**config.mk**
```make
export PLATFORM = sky130hd
export DESIGN_NAME = ula_multiciclo
export DESIGN_NICKNAME = d
export VERILOG_FILES = /design/src/rtl/ula_multiciclo.sv
export SDC_FILE = /design/constraint.sdc
export NUM_CORES = 1
export LEC_CHECK = 0
export CAP_MARGIN = 30
export CORE_UTILIZATION = 60
export CTS_BUF_LIST = sky130_fd_sc_hd__clkbuf_2 sky130_fd_sc_hd__clkbuf_4 sky130_fd_sc_hd__clkbuf_8
export DETAILED_ROUTE_END_ITERATION = 10
export PLACE_DENSITY = 0.81
export SYNTH_ARGS = -nofsm -noshare
export SYNTH_HDL_FRONTEND = slang
export SYNTH_SLANG_ARGS = --single-unit
```
**constraint.sdc**
```tcl
create_clock -name Clock -period 8.3 [get_ports Clock]
set_input_delay 0.83 -clock Clock [delete_from_list [all_inputs] [get_ports Clock]]
set_output_delay 0.83 -clock Clock [all_outputs]
set_load 0.01 [all_outputs]
```
**src/rtl/ula_multiciclo.sv**
```systemverilog
// Multicycle ALU: single-cycle add/sub/or/slt, bit-serial shifts and a
// shift-add multiplier, driven by a two-state IDLE/EXEC controller.
module ula_multiciclo #(
  parameter int WIDTH = 16,
  parameter int SHW   = $clog2(WIDTH) + 1
) (
  input  logic             Clock,
  input  logic             Resetn,
  input  logic             start,
  input  logic [2:0]       sinal,
  input  logic [WIDTH-1:0] A,
  input  logic [WIDTH-1:0] Bus,
  output logic [WIDTH-1:0] G,
  output logic             busy,
  output logic             done,
  output logic             zero,
  output logic             carry,
  output logic             ovf
);

  localparam logic [2:0] OP_ADD = 3'b000;
  localparam logic [2:0] OP_SUB = 3'b001;
  localparam logic [2:0] OP_OR  = 3'b010;
  localparam logic [2:0] OP_SLT = 3'b011;
  localparam logic [2:0] OP_SLL = 3'b100;
  localparam logic [2:0] OP_SRL = 3'b101;
  localparam logic [2:0] OP_SRA = 3'b110;
  localparam logic [2:0] OP_MUL = 3'b111;

  localparam logic [WIDTH-1:0] WIDTH_V = WIDTH[WIDTH-1:0];
  localparam logic [SHW-1:0]   CNT_W   = SHW'(WIDTH);
  localparam logic [SHW-1:0]   CNT_MUL = SHW'(WIDTH - 1);

  typedef enum logic {S_IDLE, S_EXEC} state_t;

  state_t           state_q, state_d;
  logic [2:0]       op_q;
  logic [WIDTH-1:0] opa_q, opb_q, acc_q;
  logic [SHW-1:0]   cnt_q;
  logic [WIDTH-1:0] g_q;
  logic             zero_q, carry_q, ovf_q, done_q;

  logic             accept;
  logic             finish;
  logic [SHW-1:0]   shamt;
  logic [WIDTH:0]   sum_ext, diff_ext;
  logic [WIDTH-1:0] shift_step, acc_step;
  logic [WIDTH-1:0] res;
  logic             res_carry, res_ovf;

  assign accept = (state_q == S_IDLE) && start;
  // Every operation ends on the EXEC cycle whose counter reads zero.
  assign finish = (state_q == S_EXEC) && (cnt_q == '0);
  assign shamt  = (Bus >= WIDTH_V) ? CNT_W : Bus[SHW-1:0];

  // State register
  always_ff @(posedge Clock) begin
    if (!Resetn) state_q <= S_IDLE;
    else         state_q <= state_d;
  end

  // Next-state logic
  always_comb begin
    state_d = state_q;
    case (state_q)
      S_IDLE:  if (start)  state_d = S_EXEC;
      S_EXEC:  if (finish) state_d = S_IDLE;
      default: state_d = S_IDLE;
    endcase
  end

  // Output logic
  always_comb begin
    busy  = (state_q == S_EXEC);
    done  = done_q;
    G     = g_q;
    zero  = zero_q;
    carry = carry_q;
    ovf   = ovf_q;
  end

  always_comb begin
    sum_ext  = {1'b0, opa_q} + {1'b0, opb_q};
    diff_ext = {1'b0, opa_q} - {1'b0, opb_q};
    acc_step = acc_q + (opb_q[0] ? opa_q : '0);
    case (op_q)
      OP_SLL:  shift_step = {opa_q[WIDTH-2:0], 1'b0};
      OP_SRL:  shift_step = {1'b0, opa_q[WIDTH-1:1]};
      default: shift_step = {opa_q[WIDTH-1], opa_q[WIDTH-1:1]};
    endcase
  end

  always_comb begin
    res       = '0;
    res_carry = 1'b0;
    res_ovf   = 1'b0;
    case (op_q)
      OP_ADD: begin
        res       = sum_ext[WIDTH-1:0];
        res_carry = sum_ext[WIDTH];
        res_ovf   = (opa_q[WIDTH-1] == opb_q[WIDTH-1]) &&
                    (sum_ext[WIDTH-1] != opa_q[WIDTH-1]);
      end
      OP_SUB: begin
        res       = diff_ext[WIDTH-1:0];
        res_carry = diff_ext[WIDTH];
        res_ovf   = (opa_q[WIDTH-1] != opb_q[WIDTH-1]) &&
                    (diff_ext[WIDTH-1] != opa_q[WIDTH-1]);
      end
      OP_OR:   res = opa_q | opb_q;
      OP_SLT:  res = {{(WIDTH-1){1'b0}}, diff_ext[WIDTH]};
      OP_MUL:  res = acc_step;
      default: res = opa_q;
    endcase
  end

  always_ff @(posedge Clock) begin
    if (!Resetn) begin
      op_q    <= OP_ADD;
      opa_q   <= '0;
      opb_q   <= '0;
      acc_q   <= '0;
      cnt_q   <= '0;
      g_q     <= '0;
      zero_q  <= 1'b0;
      carry_q <= 1'b0;
      ovf_q   <= 1'b0;
      done_q  <= 1'b0;
    end else begin
      done_q <= 1'b0;
      if (accept) begin
        op_q  <= sinal;
        opa_q <= A;
        opb_q <= Bus;
        acc_q <= '0;
        case (sinal)
          OP_SLL, OP_SRL, OP_SRA: cnt_q <= shamt;
          OP_MUL:                 cnt_q <= CNT_MUL;
          default:                cnt_q <= '0;
        endcase
      end else if (finish) begin
        g_q     <= res;
        zero_q  <= (res == '0);
        carry_q <= res_carry;
        ovf_q   <= res_ovf;
        done_q  <= 1'b1;
      end else if (state_q == S_EXEC) begin
        cnt_q <= cnt_q - 1'b1;
        if (op_q == OP_MUL) begin
          acc_q <= acc_step;
          opa_q <= {opa_q[WIDTH-2:0], 1'b0};
          opb_q <= {1'b0, opb_q[WIDTH-1:1]};
        end else begin
          opa_q <= shift_step;
        end
      end
    end
  end

endmodule

```
==> results.json, run 1 <==
{
  "drv_cap": 0,
  "cp-start-kind": "flop",
  "dieArea_um2": 12200,
  "firstDrtPassIters": 7,
  "synth_fp_nets": 1039,
  "rsz0062_at_grt": "false",
  "outcome": "finished, final reports clean",
  "cts_buffer_depth": 2,
  "place_hpwl_um": 15900,
  "synth-edff-count": 0,
  "syn2layout_area_growth_pct": 9.93,
  "cts_htree_levels": 3,
  "synthCells": 931,
  "cts_sinks": 77,
  "drive_gt1_frac": 0.0566,
  "synthMostInstantiatedCell": "nor2_1",
  "setup_viol": 0,
  "power.leakage_nw": 3.13,
  "multi_input_area_um2": 4940,
  "period_share": 0.440,
  "vias_per_cell": 6.47,
  "dieHeight_um": 110,
  "synthArstFlopShare": 0,
  "clk_pin_slew_ns": 0.08,
  "endpoint_kind": "flop",
  "ys.flop_type": "dfxtp_1",
  "ys_ff_latch": 77,
  "final_max_slew_viol_count": 0,
  "worstMarginPinSlew_ns": 1.05,
  "start_util": 0.616,
  "boundaryPins": 59,
  "crit_type": "reg2reg",
  "fillers": 1039,
  "yosys.area.top_type": "dfxtp_1",
  "drtAntennaViolNets": 0,
  "cts_root_buf": "clkbuf_8",
  "synth_top_cell_area_share": 0.219,
  "powerDensity_nw_per_um2": 161,
  "grt-ovfl-total": 0,
  "num_rows": 39,
  "critPathRequiredTime_ns": 8.60,
  "period_needed_ns": 3.65,
  "finalClockSkew_ns": 0.00647,
  "wl_per_cell_um": 19.6,
  "hold_violations": 0,
  "synth_common_cells": "nor2_1, a21oi_1, nand2_1, dfxtp_1, ha_1",
  "io_buffers": 58,
  "power_mw": 1.25,
  "max_slew_margin": 0.298,
  "peakVddDrop_mv": 0.128,
  "ys_types": 92,
  "cp.arrival_ns": 3.95,
  "hold_path_class": "reg2reg",
  "drt_iter0_drc": 977,
  "max_freq_mhz": 274,
  "grt_use_total": 0.362,
  "cts_tree": "built",
  "grt_pass1_wl_um": 33100,
  "grt_pass1_vias": 6317,
  "finalWirelength_um": 21500,
  "die_w_um": 110,
  "worstPathMaxFanout": 15,
  "synth.area.top_cells": "dfxtp_1, ha_1, a21oi_1",
  "synth_seq_area_share": 0.219,
  "cts_resized": 0,
  "grt_antenna_before_repair": 0,
  "drc": 0,
  "numCtsBuffers": 9,
  "cts_hold_buf": 0,
  "ys.warnings.count": 0,
  "insertion_delay_ns": 0.38,
  "postCtsSetupRepairBufs": 0,
  "fin_util": 0.677,
  "avgSynthCellArea_um2": 7.55,
  "num_vias": 7095,
  "core_region_area_um2": 11400,
  "grt_max_degree": 63,
  "seq_area_um2": 1540,
  "nNetsFinal": 1058,
  "syn_area_um2": 7030,
  "setup-tns-final_ns": 0,
  "gp_congestion": 1.01,
  "antennaDiodeCount": 0
}
-- worst max-delay path: stages, from the launching register on --
cell      delay, ns
dfxtp_1        0.38
inv_1          0.45
nor2_1         0.17
fa_1           0.46
xnor2_1        0.22
o22ai_1        0.12
a22o_2         0.29
nor4b_1        0.33
nand4b_1       0.16
nor4_2         0.16
nand4b_1       0.16
nor4b_2        0.32
nand4_1        0.15
o31ai_2        0.18
-- state kept, by name (all words and copies together) (netlist names), 3 cells and up --
signal,cells
cnt_q,5
op_q,3
G,16
opb_q,16
opa_q,16
acc_q,16
-- final cells by class --
type,instances,area share
flip-flops and latches,77,0.199
repair buffers,66,0.0832
clock inverters,3,0.00599
multi-input cells,737,0.640
clock buffers,12,0.0198
well taps,143,0.0232
inverters,59,0.0287
-- final timing paths --
check        startpoint   end  slack (ns)  cells after the start
max            opb_q[0]  zero        4.65                     13
min                 ovf   ovf        0.46                      2
max reg2reg    opb_q[0]  zero        4.65                     13
min reg2reg         ovf   ovf        0.46                      2
-- stage by stage --
step | hold slack [ns] | setup WS (ns) | instances | area (um^2)
6_report | 0.459 | 4.65 | 1097 | 7730
5_1_grt | 0.500 | 4.39 | 1097 | 7730
4_1_cts | 0.465 | 4.75 | 1097 | 7730
3_5_place_dp | 0.453 | 4.77 | 1082 | 7530
3_3_place_gp | 0.444 | 4.83 | 1081 | 7510
2_1_floorplan | 0.436 | 5.28 | 931 | 7030
-- cells in the final DEF (no fill, tap or decap), types with 5 or more instances in the layout --
cell type	synthesis	layout
nor2_1	113	113
a21oi_1	85	85
nand2_1	81	81
dfxtp_1	77	77
ha_1	67	67
inv_1	59	59
clkdlybuf4s50_1	0	57
o21ai_0	38	38
nor2b_1	31	29
a211oi_1	28	28
o211ai_1	23	23
o211a_1	21	21
xnor2_1	19	19
nor3_1	19	19
nand2b_1	15	15
nand3_1	15	15
a21boi_0	11	11
a31oi_1	11	11
clkbuf_8	7	10
a21o_1	9	9
nor4_1	7	7
o22ai_1	7	7
xor2_1	7	7
buf_4	3	7
and2_1	6	6
a22oi_1	6	6
o21a_1	6	6
or4_1	5	5
o21bai_1	5	5
-- power by group --
| part | internal (mW) | leakage (nW) | switching [mW] |
|---|---|---|---|
| sequential | 0.398 | 0.630 | 0.0339 |
| clock | 0.153 | 0.0995 | 0.146 |
| combinational | 0.210 | 2.41 | 0.306 |
| total | 0.761 | 3.13 | 0.487 |
-- cell families after synthesis --
logic type,Yosys count,share of synthesized area
compound gates,311,0.310
xor+xnor,26,0.0324
fa+ha+maj,70,0.128
buf+inv,117,0.0781
flops,77,0.219
mux,6,0.00890
simple gates,324,0.223
-- routing by layer --
| metal | GRT usage | part of all wire | up-vias |
|---|---|---|---|
| met1 | 0.490 | 0.45 | 3288 |
| met3 | 0.0911 | 0.092 | 62 |
| li1 | - | - | 3371 |
| met4 | 0.176 | 0.037 | 0 |
| met5 | 0 | 0 | - |
| met2 | 0.533 | 0.42 | 374 |
(Power assumes the default switching activity.)
==> run 2: changes to the inputs <==
CORE_UTILIZATION = 55   (was 60)
PLACE_DENSITY = 0.78   (was 0.81)
clock period = 3.1 ns   (was 8.3 ns; I/O delays follow)
==> run 2 against run 1 <==
The flow now finishes with violations (setup timing). Clock power increased to 3.1 times the previous value. Wire length increased by 9.6%. Critical path depth up 2. Highest routed layer unchanged. Power rose to 3.0 times the previous value. Non-clock buffer count grew 112. Largest power group unchanged. Core utilization increased by 5.5 points. Largest cell class unchanged. Sequential share of layout area is 2.6 points lower. Die area is 8.9% higher. Clock skew increased by 0.0037 ns. Flip-flop and latch count unchanged.
==> results.json, run 2 (synthesized netlist as in run 1, its figures left out) <==
{
  "outcome": "finished, violations left",
  "violations": "setup timing",
  "seq_area_um2": 1550,
  "cts_hold_buf": 0,
  "firstDrtPassIters": 6,
  "grt_max_degree": 62,
  "worstMarginPinSlew_ns": 0.782,
  "finalClockSkew_ns": 0.0101,
  "cts_tree": "built",
  "max_freq_mhz": 319,
  "final_cells": 1234,
  "place_hpwl_um": 17800,
  "max_slew_margin": 0.477,
  "critPathRequiredTime_ns": 3.34,
  "core_region_area_um2": 12200,
  "endpoint_kind": "flop",
  "worstPathMaxFanout": 4,
  "clk_pin_slew_ns": 0.09,
  "rsz0062_at_grt": "true",
  "setup-tns-final_ns": -0.0562,
  "hold_path_class": "reg2reg",
  "setup_viol": 2,
  "cp.arrival_ns": 3.37,
  "grt-ovfl-total": 0,
  "wl_per_cell_um": 19.1,
  "mostFrequentLayoutCells": "buf_4, nor2_1, nand2_1, a21oi_1, dfxtp_1",
  "insertion_delay_ns": 0.38,
  "powerDensity_nw_per_um2": 426,
  "cts_root_buf": "clkbuf_8",
  "multi_input_area_um2": 5240,
  "crit_type": "reg2reg",
  "reg2reg_from": "opb_q[0]",
  "placedCellCount": 1205,
  "hold_violations": 0,
  "num_rows": 40,
  "die_w_um": 115,
  "drive_gt1_frac": 0.200,
  "drv_cap": 0,
  "grt_pass1_vias": 6844,
  "hold_path_startpoint": "acc_q[12]",
  "grt_antenna_before_repair": 0,
  "start_util": 0.576,
  "drc": 0,
  "drtAntennaViolNets": 0,
  "dpl_cell_area_um2": 8290,
  "setup_ws_ns": -0.0325,
  "syn2layout_area_growth_pct": 27.1,
  "fin_area_um2": 8930,
  "period_needed_ns": 3.13,
  "final_max_slew_viol_count": 0,
  "cts_htree_levels": 3,
  "vias_per_cell": 6.13,
  "dieArea_um2": 13200,
  "cts_buffer_depth": 2,
  "drt_iter0_drc": 881,
  "period_share": 1.01,
  "io_buffers": 58,
  "nNetsFinal": 1170,
  "grt_pass1_wl_um": 36700,
  "boundaryPins": 59,
  "cts_sinks": 77,
  "num_vias": 7564,
  "power.leakage_nw": 3.71,
  "grt_use_total": 0.364,
  "gp_congestion": 0.999,
  "numCtsBuffers": 9,
  "layout_commonest_cell": "buf_4",
  "dieHeight_um": 115,
  "crit_path_start": "opb_q[0]",
  "peakVddDrop_mv": 0.311,
  "antennaDiodeCount": 0,
  "finalWirelength_um": 23600,
  "fillers": 1011,
  "cp-start-kind": "flop"
}
run 2: worst max-delay path: stages, from the launching register on:
cell,delay [ns]
dfxtp_4,0.38
ha_4,0.18
ha_4,0.17
fa_2,0.42
a21oi_2,0.19
o21ai_2,0.10
o21ai_2,0.16
buf_4,0.15
o311ai_1,0.14
a31o_2,0.26
a21oi_1,0.18
xor2_1,0.30
buf_4,0.17
nor2_1,0.03
a21oi_1,0.13
nor2_1,0.06
run 2: repair_timing:
action                                  CTS  global route
cloned                                    0             0
pin swaps                                11            13
endpoints found under the setup margin    6            12
gates resized for setup                  25            40
setup buffers                            11             3
run 2: path summary, 6_finish.rpt:
kind | to | cells past startpoint | slack (ns)
worst max-delay path | acc_q[14] | 15 | -0.03
worst min-delay path | acc_q[12] | 2 | 0.47
worst max register to register | acc_q[14] | 15 | -0.03
worst min register to register | acc_q[12] | 2 | 0.47
run 2: final cells by class:
class                           instances  area share
Sequential cell                        77       0.173
Clock buffer                           12      0.0178
Tap cell                              168      0.0235
Inverter                               59      0.0251
Multi-Input combinational cell        737       0.587
Clock inverter                          3     0.00771
Timing Repair Buffer                  178       0.166
run 2: layer usage:
metal	share of wire	track usage	vias up
li1	-	-	3609
met1	0.44	0.498	3470
met2	0.42	0.545	399
met3	0.086	0.0838	86
met4	0.047	0.161	0
met5	0	0	-
run 2: power breakdown:
group / total (mW) / internal (mW) / switching, mW
clock: 0.913 / 0.504 / 0.409
sequential: 1.13 / 1.06 / 0.0645
combinational: 1.76 / 0.793 / 0.967
total: 3.80 / 2.36 / 1.44
run 2: through the flow:
step	worst slack, ns	power [mW]	util	hold slack (ns)
floorplan	0.0759	2.14	-	0.436
global placement	-0.0662	2.74	0.679	0.443
detailed placement	-0.209	2.76	0.679	0.451
CTS	0.00168	3.68	0.712	0.463
global route	-0.206	3.99	0.731	0.480
finish	-0.0325	3.80	0.731	0.465
